===== src/rtl/alu_multicycle_if.sv =====
// Bundle of ALU request operands, op code, result flags and start/done handshake.
// Latency: n/a (wiring only).
// Backpressure: none; the master must hold start until the ALU is idle or done.
interface alu_multicycle_if #(
   parameter int WIDTH = 32
);
   logic             start;
   logic [WIDTH-1:0] a;
   logic [WIDTH-1:0] b;
   logic [3:0]       ALUOp;
   logic [WIDTH-1:0] Result;
   logic             CarryOut;
   logic             Zero;
   logic             Overflow;
   logic             busy;
   logic             done;

   modport master (
      output start, a, b, ALUOp,
      input  Result, CarryOut, Zero, Overflow, busy, done
   );

   modport slave (
      input  start, a, b, ALUOp,
      output Result, CarryOut, Zero, Overflow, busy, done
   );
endinterface


===== src/rtl/alu_multicycle.sv =====
// Multi-cycle ALU: AND/OR/ADD/SLT over WIDTH bits, SLICE bits per clock with a rippled carry.
// Latency: done pulses WIDTH/SLICE cycles after start is accepted; new result every N+1 cycles.
// Backpressure: start is ignored while busy; it is sampled only in IDLE or DONE.
module alu_multicycle #(
   parameter int WIDTH = 32,
   parameter int SLICE = 8
) (
   input  logic               clk,
   input  logic               rst_n,
   alu_multicycle_if.slave    bus
);
   localparam int N  = WIDTH / SLICE;
   localparam int CW = (N > 1) ? $clog2(N) : 1;

   typedef enum logic [1:0] {IDLE, RUN, DONE} state_t;

   state_t           state_q;
   logic [CW-1:0]    cnt_q;
   logic [WIDTH-1:0] a_q, b_q;       // operands, shifted right one slice per RUN cycle
   logic [3:0]       op_q;
   logic             carry_q;        // carry between slices
   logic [WIDTH-1:0] acc_q;          // result bits, shifted in from the top
   logic [WIDTH-1:0] result_q;
   logic             cout_q, zero_q, ovf_q, busy_q, done_q;

   logic [SLICE-1:0] sl_a, sl_b, sl_sum, sl_res;
   logic             sl_cout, sl_cmsb, c;
   logic [WIDTH-1:0] acc_d, result_d;
   logic             ovf_d;
   logic             last_slice;

   assign last_slice = (cnt_q == CW'(N - 1));

   // Ripple the current slice: conditional inversion, per-bit sum/majority carry, op select.
   always_comb begin
      sl_a    = op_q[3] ? ~a_q[SLICE-1:0] : a_q[SLICE-1:0];
      sl_b    = op_q[2] ? ~b_q[SLICE-1:0] : b_q[SLICE-1:0];
      sl_sum  = '0;
      sl_cmsb = 1'b0;
      c       = carry_q;
      for (int i = 0; i < SLICE; i++) begin
         sl_sum[i] = sl_a[i] ^ sl_b[i] ^ c;
         if (i == SLICE - 1) sl_cmsb = c;
         c = (sl_a[i] & sl_b[i]) | (sl_a[i] & c) | (sl_b[i] & c);
      end
      sl_cout = c;
      case (op_q[1:0])
         2'b00:   sl_res = sl_a & sl_b;
         2'b01:   sl_res = sl_a | sl_b;
         default: sl_res = sl_sum;
      endcase
   end

   // Merge the slice into the accumulator and form the final result for the DONE entry.
   // On the last slice sl_cmsb is the carry into the word MSB and sl_sum[SLICE-1] its sum bit.
   always_comb begin
      acc_d = WIDTH'({sl_res, acc_q} >> SLICE);
      ovf_d = sl_cmsb ^ sl_cout;
      if (op_q[1:0] == 2'b11) result_d = {{(WIDTH-1){1'b0}}, sl_sum[SLICE-1] ^ ovf_d};
      else                    result_d = acc_d;
   end

   // Control FSM with registered handshake and result/flag outputs.
   always_ff @(posedge clk or negedge rst_n) begin
      if (!rst_n) begin
         state_q  <= IDLE;
         cnt_q    <= '0;
         a_q      <= '0;
         b_q      <= '0;
         op_q     <= '0;
         carry_q  <= 1'b0;
         acc_q    <= '0;
         result_q <= '0;
         cout_q   <= 1'b0;
         zero_q   <= 1'b0;
         ovf_q    <= 1'b0;
         busy_q   <= 1'b0;
         done_q   <= 1'b0;
      end else begin
         case (state_q)
            IDLE, DONE: begin
               done_q <= 1'b0;
               if (bus.start) begin
                  a_q     <= bus.a;
                  b_q     <= bus.b;
                  op_q    <= bus.ALUOp;
                  cnt_q   <= '0;
                  carry_q <= bus.ALUOp[2];
                  busy_q  <= 1'b1;
                  state_q <= RUN;
               end else begin
                  state_q <= IDLE;
               end
            end
            RUN: begin
               a_q     <= WIDTH'(a_q >> SLICE);
               b_q     <= WIDTH'(b_q >> SLICE);
               acc_q   <= acc_d;
               carry_q <= sl_cout;
               if (last_slice) begin
                  result_q <= result_d;
                  cout_q   <= sl_cout;
                  ovf_q    <= ovf_d;
                  zero_q   <= (result_d == '0);
                  busy_q   <= 1'b0;
                  done_q   <= 1'b1;
                  state_q  <= DONE;
               end else begin
                  cnt_q <= cnt_q + 1'b1;
               end
            end
            default: state_q <= IDLE;
         endcase
      end
   end

   assign bus.Result   = result_q;
   assign bus.CarryOut = cout_q;
   assign bus.Zero     = zero_q;
   assign bus.Overflow = ovf_q;
   assign bus.busy     = busy_q;
   assign bus.done     = done_q;
endmodule


===== src/flat_wrapper.sv =====
// flat-port wrapper written by rule: the top's interface ports become plain ports
module alu_multicycle_flat 
#(
   parameter int WIDTH = 32,
   parameter int SLICE = 8
)
  (clk, rst_n, bus_start, bus_a, bus_b, bus_ALUOp, bus_Result, bus_CarryOut, bus_Zero, bus_Overflow, bus_busy, bus_done);
  alu_multicycle_if #(.WIDTH(WIDTH)) bus_i ();
  input  logic clk;
  input  logic rst_n;
  input wire logic [$bits(bus_i.start)-1:0] bus_start;
  input wire logic [$bits(bus_i.a)-1:0] bus_a;
  input wire logic [$bits(bus_i.b)-1:0] bus_b;
  input wire logic [$bits(bus_i.ALUOp)-1:0] bus_ALUOp;
  output wire logic [$bits(bus_i.Result)-1:0] bus_Result;
  output wire logic [$bits(bus_i.CarryOut)-1:0] bus_CarryOut;
  output wire logic [$bits(bus_i.Zero)-1:0] bus_Zero;
  output wire logic [$bits(bus_i.Overflow)-1:0] bus_Overflow;
  output wire logic [$bits(bus_i.busy)-1:0] bus_busy;
  output wire logic [$bits(bus_i.done)-1:0] bus_done;
  assign bus_i.start = bus_start;
  assign bus_i.a = bus_a;
  assign bus_i.b = bus_b;
  assign bus_i.ALUOp = bus_ALUOp;
  assign bus_Result = bus_i.Result;
  assign bus_CarryOut = bus_i.CarryOut;
  assign bus_Zero = bus_i.Zero;
  assign bus_Overflow = bus_i.Overflow;
  assign bus_busy = bus_i.busy;
  assign bus_done = bus_i.done;
  alu_multicycle #(.WIDTH(WIDTH), .SLICE(SLICE)) u_core (.clk(clk), .rst_n(rst_n), .bus(bus_i));
endmodule

===== config.mk =====
export PLATFORM = sky130hd
export DESIGN_NAME = alu_multicycle_flat
export DESIGN_NICKNAME = d
export VERILOG_FILES = /design/src/rtl/alu_multicycle_if.sv /design/src/rtl/alu_multicycle.sv /design/src/flat_wrapper.sv
export SDC_FILE = /design/constraint.sdc
export NUM_CORES = 1
export LEC_CHECK = 0
export ABC_AREA = 1
export ABC_CLOCK_PERIOD_IN_PS = 7650
export CORE_ASPECT_RATIO = 1.4
export CORE_MARGIN = 2
export CORE_UTILIZATION = 57
export DETAILED_ROUTE_END_ITERATION = 10
export DONT_BUFFER_PORTS = 1
export PLACE_DENSITY = 0.73
export SKIP_CTS_REPAIR_TIMING = 1
export SYNTH_ARGS = -nofsm -noshare
export SYNTH_HDL_FRONTEND = slang
export SYNTH_SLANG_ARGS = --single-unit

===== constraint.sdc =====
create_clock -name clk -period 7.65 [get_ports clk]
set_input_delay 0.3825 -clock clk [delete_from_list [all_inputs] [get_ports clk]]
set_output_delay 0.3825 -clock clk [all_outputs]
set_load 0.03 [all_outputs]

==> results.md, run 1 <==
- Reg clk slew, reported paths: 60 ps
- Setup TNS: 0 ps
- Final Core Density: 64.8%
- Worst R2R Path Depth: 22
- Post-route setup slack: 2870 ps
- Die height: 128 um
- DR WL/cell: 15.7 um
- Top-count cell post-synth: nand2_1
- Final hold viol count: 0
- Post-DP Area: 0.00627 mm2
- Share of cells above drive strength 1: 5.84%
- Row Count: 45
- Routed WL: 13500 um
- Syn Inst Count: 720
- Layout Area Growth over Synthesis: 11.6%
- Starting Density: 58.1%
- Pin count of the biggest net entering global routing: 135
- Antenna violations before repair: 0
- Register-to-register setup slack: 2870 ps
- Vias: 4664
- VDD IR max: 260 uV
- Final ANT Viol Nets: 0
- Class of the worst hold path: in2reg
- Nets: 800
- Setup Viol. Count Final: 0
- RSZ-0062 raised after global routing: false
- Reg2reg end: u_core.bus.Zero
- CORE AREA: 0.0108 mm2
- 1st-pass router iterations: 5
- Avg Cell Area, Syn: 8.67 um2
- WHS Endpoint: u_core.b_q[25]
- Vias in the first global route: 4715
- FMAX: 209 MHz
- Crit path from: u_core.op_q[3]
- CTS buffer count: 17
- Chip width: 92.5 um
- Crit path required time: 7940 ps
- Sink Count: 134
- Fin crit share: 62.5%
- Worst Tran Pin Value: 1070 ps
- Worst Skew: 11.0 ps
- Diode count: 0
- Slew Limit Fails: 0
- Synth area leaders: dfrtp_1 54%, nand2_1 17%, o21ai_0 5.3%
- Final non-filler cell area: 0.00697 mm2
- DRC viols: 0
- # Max-Cap Violations: 0
- Crit path max fanout: 10
- Max clock buf depth: 2
- Vias/cell: 5.42
- Leakage power: 3.39 nW
- Syn. warnings: 0
- DR iter-0 viols: 271
- CTS tree: yes
- IO buf count: 0
- Post-synth top area share: 53.7%
- Post-synth EDFFs: 0
- WHS Path Cells: 2
- Detailed-placement wirelength estimate: 9040 um
- CP Capture Type: flip-flop
- Time the worst path needs with I/O delays and setup: 4780 ps
- Prevailing post-synth register cell: dfrtp_1
- I/O pin count: 108
- Crit path launch type: flip-flop
- Asr flop ratio synth: 100%
- H-tree levels: 4
- Count of state elements after synthesis: 134
- Min-delay src: bus_b[25]
- Die area: 0.0118 mm2
- Clock root buffer: clkbuf_16
- Global-route usage over all layers: 24.5%
- Final GP Congestion: 0.900
- Post-Place Worst Slack: 2920 ps
- Register area share after synthesis: 53.7%
- Worst hold margin: 88.5 ps
- Pwr dens: 542 mW/mm2
- RR Startpoint: u_core.op_q[3]
- Netlist cell types: 29
- Post-synth top area cell: dfrtp_1
- First-pass GRT wire length: 22500 um
- Slew Limit Headroom: 28.9%
- Status: finished, final reports clean
- Clk_lat worst skew: 410 ps
- Netlist Area Pre-Place: 0.00624 mm2
- Setup CP Type: reg2reg
- Commonest cells post-synth: 282 x nand2_1, 134 x dfrtp_1, 66 x o21ai_0
- Aggregate global routing overflow: 0
- Syn_nets: 814
- WP data arrival: 5070 ps
stage by stage:
| step | std cells | total power, mW |
|---|---|---|
| 3_5_place_dp | 826 | 2.87 |
| 2_1_floorplan | 720 | 2.53 |
| 6_report | 860 | 3.77 |
| 5_1_grt | 860 | 4.11 |
| 4_1_cts | 858 | 3.80 |
| 3_3_place_gp | 826 | 2.79 |
critical path, stage by stage, from the launching register on:
cell and delay, ps:
dfrtp_1 540, xnor2_1 290, nand2_1 120, a21boi_0 260
fa_1 230, inv_1 50, fa_1 380, fa_1 410
fa_1 390, fa_1 390, fa_1 450, inv_1 100
fa_1 410, inv_1 60, nand2_1 40, nand3_1 110
nand2_1 70, inv_1 80, nor2_1 40, nand2_1 60
nor2_1 30, nand2_1 50, nand2_1 60
placed cells by master (no fill, tap or decap), types with 3 or more instances in the layout:
cell / count
xnor2_1: 15
a22o_1: 7
nor2_1: 11
bufinv_16: 5
nand2_1: 281
nand3b_1: 3
nand2_2: 4
fa_1: 8
inv_1: 58
dfrtp_1: 134
clkinv_2: 3
nand3_1: 40
o211ai_1: 22
clkbuf_16: 17
o21ai_0: 66
o21ai_1: 3
xor2_1: 4
ha_1: 15
final cells by class:
cell class	count	area [um2]
fill	909	3790
timing repair buffer	4	52.6
inverter	61	229
sequential	134	3350
multi-input combinational	488	2500
clock buffer	20	457
clock inverter	12	199
tap	141	176
how the worst max path moves through the flow:
stage / cells past startpoint / to / slack [ps]
2_1_floorplan: 23 / u_core.bus.Zero / 3420
3_3_place_gp: 22 / u_core.bus.Zero / 2980
3_5_place_dp: 22 / u_core.bus.Zero / 2920
4_1_cts: 22 / u_core.bus.Zero / 2880
5_1_grt: 22 / u_core.bus.Zero / 2560
6_report: 22 / u_core.bus.Zero / 2870
per-layer routing:
metal	share of wire [%]	global-route usage [%]	wire length, um	up-vias
met4	3.1	11.2	417	0
met5	0	0	0	-
met1	39	28.4	5210	2241
li1	-	-	-	2260
met3	5.2	6.70	706	29
met2	53	42.3	7140	134
logic make-up after synthesis:
kind of cell,synth area share (%)
AO/OA/AOI/OAI,9.90
XOR/XNOR,2.66
buffers and inverters,6.39
AND/OR/NAND/NOR,21.8
adder cells (fa/ha/maj),5.57
flip-flops,53.7
flip-flops by register name, summed over array words and instances, names as in the netlist:
register,cells
u_core.a_q,32
u_core.acc_q,24
u_core.b_q,32
u_core.bus.CarryOut,1
u_core.bus.Overflow,1
u_core.bus.Result,32
u_core.bus.Zero,1
u_core.bus.busy,1
u_core.bus.done,1
u_core.carry_q,1
u_core.cnt_q,2
u_core.op_q,4
u_core.state_q,2
report_power, final:
part	total, mW	switching, mW	internal (mW)
registers	1.41	0.393	1.02
clock network	0.896	0.300	0.596
logic	1.47	0.941	0.527
No activity file was read; power rests on OpenSTA's default activity.
==> run 2: changes to the inputs <==
ABC_AREA = 0   (was 1)
ABC_CLOCK_PERIOD_IN_PS = 4200   (was 7650)
PLACE_DENSITY = 0.76   (was 0.73)
clock period = 4.2 ns   (was 7.65 ns; I/O delays follow)
==> results.md, run 2 <==
- RR Startpoint: u_core.op_q[3]
- Sink Count: 134 (unchanged)
- Syn_nets: 743 (-8.7%)
- Final Total Pwr: 7.44 mW (+97%)
- Final Core Density: 71.9% (+7.1 points)
- Fin crit share: 102% (+40 points)
- Netlist cell types: 43 (+48%)
- Area of the multi-input gates: 0.00267 mm2 (+6.8%)
- Crit path required time: 4500 ps (-3440 ps)
- Setup TNS: -101 ps (-101 ps)
- WHS Endpoint: u_core.b_q[0]
- Slew Limit Fails: 0 (unchanged)
- Register area share after synthesis: 53.9% (+0.22 points)
- CTS tree: yes
- Clock root buffer: clkbuf_16
- Die area: 0.0118 mm2 (-0.38%)
- Post-route setup slack: -101 ps (-2970 ps)
- Starting Density: 57.8% (-0.23 points)
- Aggregate global routing overflow: 0 (unchanged)
- Chip width: 92.3 um (-0.19%)
- Post-synth top area share: 53.9% (+0.22 points)
- Placed Cells: 760 (-8.0%)
- Worst path cell trace: xor2_2 > or2_1 > o21ai_2 > fa_2 > inv_2 > fa_2 > fa_2 > fa_2 > fa_2 > fa_2 > inv_2 > fa_1 > nor2b_2 > a21oi_1 > o22ai_1 > nor3b_1 > a32o_1
- Avg Cell Area, Syn: 9.58 um2 (+10%)
- CP Capture Type: flip-flop
- Asr flop ratio synth: 100% (unchanged)
- Crit path launch type: flip-flop
- DR WL/cell: 16.4 um (+4.9%)
- H-tree levels: 4 (unchanged)
- RSZ-0062 raised after global routing: true
- Antenna violations before repair: 0 (unchanged)
- Layout Cells excl Fill: 863 (+0.35%)
- Die height: 128 um (-0.19%)
- Final hold viol count: 0 (unchanged)
- Pin count of the biggest net entering global routing: 135 (unchanged)
- Global-route usage over all layers: 23.7% (-0.78 points)
- Reg2reg end: u_core.bus.Zero
- Top-count cell post-synth: nand2_1
- # Max-Cap Violations: 0 (unchanged)
- Syn Inst Count: 649 (-9.9%)
- Row Count: 45 (unchanged)
- CORE AREA: 0.0108 mm2 (unchanged)
- Commonest non-fill, non-tap cell in the layout: nand2_1
- Time the worst path needs with I/O delays and setup: 4300 ps (-478 ps)
- Setup CP Type: reg2reg
- Layout Area Growth over Synthesis: 24.3%
- Setup Viol. Count Final: 1 (+1)
- Final GP Congestion: 0.848 (-5.8%)
- Register-to-register setup slack: -100 ps (-2970 ps)
- Min-delay src: bus_b[0]
- Status: finished, violations left
- VDD IR max: 466 uV (+79%)
- Leakage power: 3.76 nW (+11%)
- Reg clk slew, reported paths: 60 ps (about the same)
- DR iter-0 viols: 236 (-13%)
- Detailed-placement wirelength estimate: 8870 um (-1.9%)
- Commonest cells post-synth: 226 x nand2_1, 134 x dfrtp_1, 48 x a22oi_1
- Worst Skew: 7.36 ps (-3.60 ps)
- Class of the worst hold path: in2reg
- Clk_lat worst skew: 420 ps (about the same)
- I/O pin count: 108 (unchanged)
- Worst Tran Pin Value: 1070 ps (+5.29 ps)
- Vias/cell: 5.56 (+2.5%)
- Crit path max fanout: 3 (-7)
- IO buf count: 0 (unchanged)
- WHS Path Cells: 2 (unchanged)
- WP data arrival: 4600 ps (-470 ps)
- Worst R2R Path Depth: 17 (-23%)
- FMAX: 233 MHz (+11%)
- Register area: 0.00335 mm2 (unchanged)
- Fill count: 772 (-15%)
- Synth area leaders: dfrtp_1 54%, nand2_1 14%, a22oi_1 5.8%
- Critical Path Most Common Cell: fa_2
- Post-synth EDFFs: 0 (unchanged)
- Post-synth top area cell: dfrtp_1
- Netlist Area Pre-Place: 0.00622 mm2 (-0.40%)
- Failing checks: negative setup slack
- Routed WL: 14200 um (+5.2%)
- Syn. warnings: 0 (unchanged)
- Slowest cell on crit path: dfrtp_1
- Commonest cells after routing, fill and taps aside: 225 x nand2_1, 134 x dfrtp_1, 67 x dlygate4sd3_1
- 1st-pass router iterations: 5 (unchanged)
- Count of state elements after synthesis: 134 (unchanged)
- Worst path max stage delay: 410 ps (-130 ps)
- Crit path from: u_core.op_q[3]
- Max clock buf depth: 2 (unchanged)
- Final ANT Viol Nets: 0 (unchanged)
- CTS buffer count: 17 (unchanged)
- Slew Limit Headroom: 28.4% (-0.50 points)
- Prevailing post-synth register cell: dfrtp_1
- Nets: 803 (+0.38%)
- Vias in the first global route: 4445 (-5.7%)
- Diode count: 0 (unchanged)
- First-pass GRT wire length: 21800 um (-3.4%)
- Share of cells above drive strength 1: 10.1% (+4.3 points)
- Vias: 4795 (+2.8%)
- Pwr dens: 962 mW/mm2 (+78%)
- DRC viols: 0 (unchanged)
[run 2: cell count changes in the layout (fill, tap and decap cells not counted), sizes merged, moves of 9 or more]
cell | before | now
nand2 | 285 | 226
a21oi | 1 | 11
xor2 | 4 | 17
a22oi | 0 | 48
xnor2 | 15 | 1
nand3 | 40 | 0
dlygate4sd3 | 1 | 67
inv | 61 | 22
a22o | 7 | 16
o21ai | 70 | 45
buf | 3 | 16
o211ai | 22 | 2
[run 2: how the worst max path moves through the flow]
| stage | end | slack (ps) | depth (start not counted) |
|---|---|---|---|
| global placement | u_core.bus.Zero | -80 | 17 |
| detailed placement | u_core.bus.Zero | -220 | 17 |
| floorplan | u_core.bus.Zero | -10 | 18 |
| finish | u_core.bus.Zero | -100 | 17 |
| global route | u_core.bus.Zero | -250 | 17 |
| CTS | u_core.bus.Zero | -230 | 17 |
[run 2: power breakdown]
group | internal, mW | total, mW | leakage, nW | switching (mW)
Clock | 1.04 | 1.59 | 0.304 | 0.550
Sequential | 1.85 | 2.62 | 1.71 | 0.768
Combinational | 1.35 | 3.23 | 1.74 | 1.87
[run 2: kinds of logic (layout without fill, tap and decap cells)]
kind of cell    Yosys count  after routing  share of synthesized area, %
fa+ha+maj                24             24                          5.75
flops                   134            134                          53.9
mux                      10             10                          1.65
compound gates          136            136                          14.8
xor+xnor                 18             18                          2.78
buf+inv                  63            136                          4.04
simple gates            264            264                          17.0
[run 2: worst max-delay path: cells and delay by family (launching register included)]
family / cells / cell delay (ps)
compound gates: 4 / 590
xor+xnor: 1 / 190
fa+ha+maj: 7 / 2420
buf+inv: 2 / 100
flops: 1 / 410
simple gates: 3 / 470
[run 2: layer usage]
| metal | GRT usage [%] | share of wire [%] |
|---|---|---|
| met1 | 28.6 | 39 |
| met2 | 39.4 | 54 |
| met3 | 6.84 | 5.0 |
| met4 | 11.2 | 2.6 |
| met5 | 0 | 0 |
[run 2: layout make-up]
type / instances / area share, %
Timing Repair Buffer: 83 / 10.5
Multi-Input combinational cell: 452 / 34.5
Clock inverter: 12 / 2.25
Tap cell: 141 / 2.28
Inverter: 21 / 1.02
Clock buffer: 20 / 6.04
Sequential cell: 134 / 43.4
[run 2: stage by stage]
stage	instance area, um2	hold slack (ps)	setup WS [ps]
2_1_floorplan	6240	-85.6	-14.5
3_3_place_gp	6350	-82.7	-78.0
3_5_place_dp	6350	-81.7	-218
4_1_cts	6990	-528	-231
5_1_grt	7730	20.5	-253
6_report	7730	11.1	-101
==> run 3: changes to the inputs <==
--- a/config.mk
+++ b/config.mk
@@ -8,5 +8,5 @@
 export ABC_AREA = 0
 export ABC_CLOCK_PERIOD_IN_PS = 4200
-export CORE_ASPECT_RATIO = 1.4
+export CORE_ASPECT_RATIO = 1.1
 export CORE_MARGIN = 2
 export CORE_UTILIZATION = 57
==> constraint.sdc (replaced) <==
create_clock -name clk -period 4.2 [get_ports clk]
set_input_delay 0.84 -clock clk [delete_from_list [all_inputs] [get_ports clk]]
set_output_delay 0.84 -clock clk [all_outputs]
set_load 0.03 [all_outputs]
==> results.md, run 3 (synthesis gave the netlist of run 2 again) <==
- Die height: 114 um (-11%)
- Sink Count: 134 (unchanged)
- Slew Limit Headroom: 37.9% (+9.5 points)
- First-pass GRT wire length: 21900 um (+0.70%)
- Diode count: 0 (unchanged)
- Clk_lat worst skew: 410 ps (about the same)
- Crit path launch type: flip-flop
- RR Startpoint: u_core.op_q[3]
- Layout Area Growth over Synthesis: 12.0%
- Routed WL: 12900 um (-8.7%)
- H-tree levels: 4 (unchanged)
- Vias in the first global route: 4653 (+4.7%)
- Slew Limit Fails: 0 (unchanged)
- Die area: 0.0118 mm2 (about the same)
- Worst Skew: 6.44 ps (-0.926 ps)
- Final ANT Viol Nets: 0 (unchanged)
- Chip width: 104 um (+12%)
- Worst R2R Path Depth: 17 (unchanged)
- DR iter-0 viols: 171 (-28%)
- DRC viols: 0 (unchanged)
- Crit path required time: 4500 ps (about the same)
- CP Capture Type: flip-flop
- Crit path max fanout: 3 (unchanged)
- Nets: 733 (-8.7%)
- Detailed-placement wirelength estimate: 8700 um (-2.0%)
- Setup Viol. Count Final: 1 (unchanged)
- Max clock buf depth: 2 (unchanged)
- FMAX: 232 MHz (-0.23%)
- Commonest non-fill, non-tap cell in the layout: nand2_1
- Aggregate global routing overflow: 0 (unchanged)
- Final hold viol count: 0 (unchanged)
- I/O pin count: 108 (unchanged)
- Status: finished, violations left
- Failing checks: negative setup slack
- Antenna violations before repair: 0 (unchanged)
- RSZ-0062 raised after global routing: true
- WP data arrival: 4610 ps (about the same)
- Class of the worst hold path: in2async
- Commonest cells after routing, fill and taps aside: 225 x nand2_1, 134 x dfrtp_1, 48 x a22oi_1
- IO buf count: 0 (unchanged)
- Fill count: 878 (+14%)
- Setup CP Type: reg2reg
- # Max-Cap Violations: 0 (unchanged)
- Pin count of the biggest net entering global routing: 135 (unchanged)
- Final non-filler cell area: 0.00697 mm2 (-9.8%)
- Fin crit share: 103% (+0.23 points)
- Clock root buffer: clkbuf_16
- Vias: 4486 (-6.4%)
- Critical Path Most Common Cell: fa_2
- Worst Tran Pin Value: 929 ps (-141 ps)
- Vias/cell: 5.61 (+1.0%)
- Pwr dens: 1030 mW/mm2 (+6.5%)
- Reg clk slew, reported paths: 60 ps (about the same)
- Post-DP Area: 0.00637 mm2 (+0.24%)
- Global-route usage over all layers: 23.3% (-0.43 points)
- CTS buffer count: 17 (unchanged)
- Leakage power: 3.44 nW (-8.5%)
- Slowest cell on crit path: fa_2
- Reg2reg end: u_core.bus.Zero
- CTS tree: yes
- CORE AREA: 0.0108 mm2 (about the same)
- Worst path cell trace: xor2_2 > and2_4 > o21ai_2 > fa_2 > inv_2 > fa_2 > fa_2 > fa_2 > fa_2 > fa_2 > inv_2 > fa_1 > nor2b_1 > a21oi_1 > o22ai_1 > nor3b_1 > a32o_1
- Row Count: 40 (-11%)
- 1st-pass router iterations: 5 (unchanged)
- Worst path max stage delay: 420 ps (about the same)
- Setup TNS: -111 ps (-9.78 ps)
- Register-to-register setup slack: -110 ps (about the same)
- Post-route setup slack: -111 ps (-9.78 ps)
- Final GP Congestion: 0.822 (-3.1%)
- Time the worst path needs with I/O delays and setup: 4310 ps (+9.78 ps)
- DR WL/cell: 16.2 um (-1.4%)
- Starting Density: 57.8% (about the same)
- Share of cells above drive strength 1: 10.4% (+0.32 points)
- VDD IR max: 445 uV (-4.3%)
==> run 3: cell types whose count changed in the layout (fill, tap and decap cells not counted), sizes merged <==
cell | before | now
dlygate4sd3 | 67 | 0
buf | 16 | 13
clkinv | 3 | 6
clkinvlp | 4 | 1
inv | 22 | 25
bufinv | 4 | 2
clkbuf | 20 | 19
==> run 3: area by class of cell <==
type / instances / area [um2] / share of cell area [%]
Sequential cell: 134 / 3350 / 48.1
Tap cell: 147 / 184 / 2.64
Clock buffer: 19 / 443 / 6.36
Inverter: 21 / 78.8 / 1.13
Clock inverter: 13 / 146 / 2.10
Multi-Input combinational cell: 452 / 2670 / 38.2
Timing Repair Buffer: 13 / 97.6 / 1.40
==> run 3: metal layers <==
layer	vias to the layer above	part of all wire, %	track usage [%]
li1	2141	-	-
met2	138	50	38.0
met1	2179	41	28.8
met4	0	2.2	10.0
met5	-	0	0
met3	28	7.0	7.71
==> run 3: worst max path at each step <==
stage,from,end,depth (start not counted)
6_report,u_core.op_q[3],u_core.bus.Zero,17
5_1_grt,u_core.op_q[3],u_core.bus.Zero,16
4_1_cts,u_core.op_q[3],u_core.bus.Zero,16
3_5_place_dp,u_core.op_q[3],u_core.bus.Zero,16
3_3_place_gp,u_core.op_q[3],u_core.bus.Zero,16
2_1_floorplan,u_core.op_q[3],u_core.bus.Zero,18
==> run 3: worst max-delay path, delay by kind of cell, from the launching register on <==
| family | cells | cell delay, ps |
|---|---|---|
| buffers and inverters | 2 | 110 |
| AND/OR/NAND/NOR | 3 | 430 |
| flip-flops | 1 | 410 |
| AO/OA/AOI/OAI | 4 | 630 |
| XOR/XNOR | 1 | 200 |
| adder cells (fa/ha/maj) | 7 | 2430 |
==> run 3: per-stage QoR <==
step / hold slack, ps / instances / power (mW) / util (%) / worst slack, ps
final: 123 / 799 / 7.14 / 64.8 / -111
after global routing: 102 / 799 / 7.71 / 64.8 / -201
after CTS: 106 / 799 / 7.15 / 64.6 / -173
after detailed placement: 463 / 767 / 5.64 / 59.2 / -151
after global placement: 459 / 767 / 5.45 / 59.2 / -52.4
after floorplan: 447 / 649 / 4.87 / - / -14.5
==> run 3: report_power, final <==
group | leakage [nW] | switching [mW] | internal (mW)
Sequential | 1.71 | 0.756 | 1.85
Combinational | 1.44 | 1.81 | 1.26
Clock | 0.290 | 0.566 | 0.898
Total | 3.44 | 3.13 | 4.01
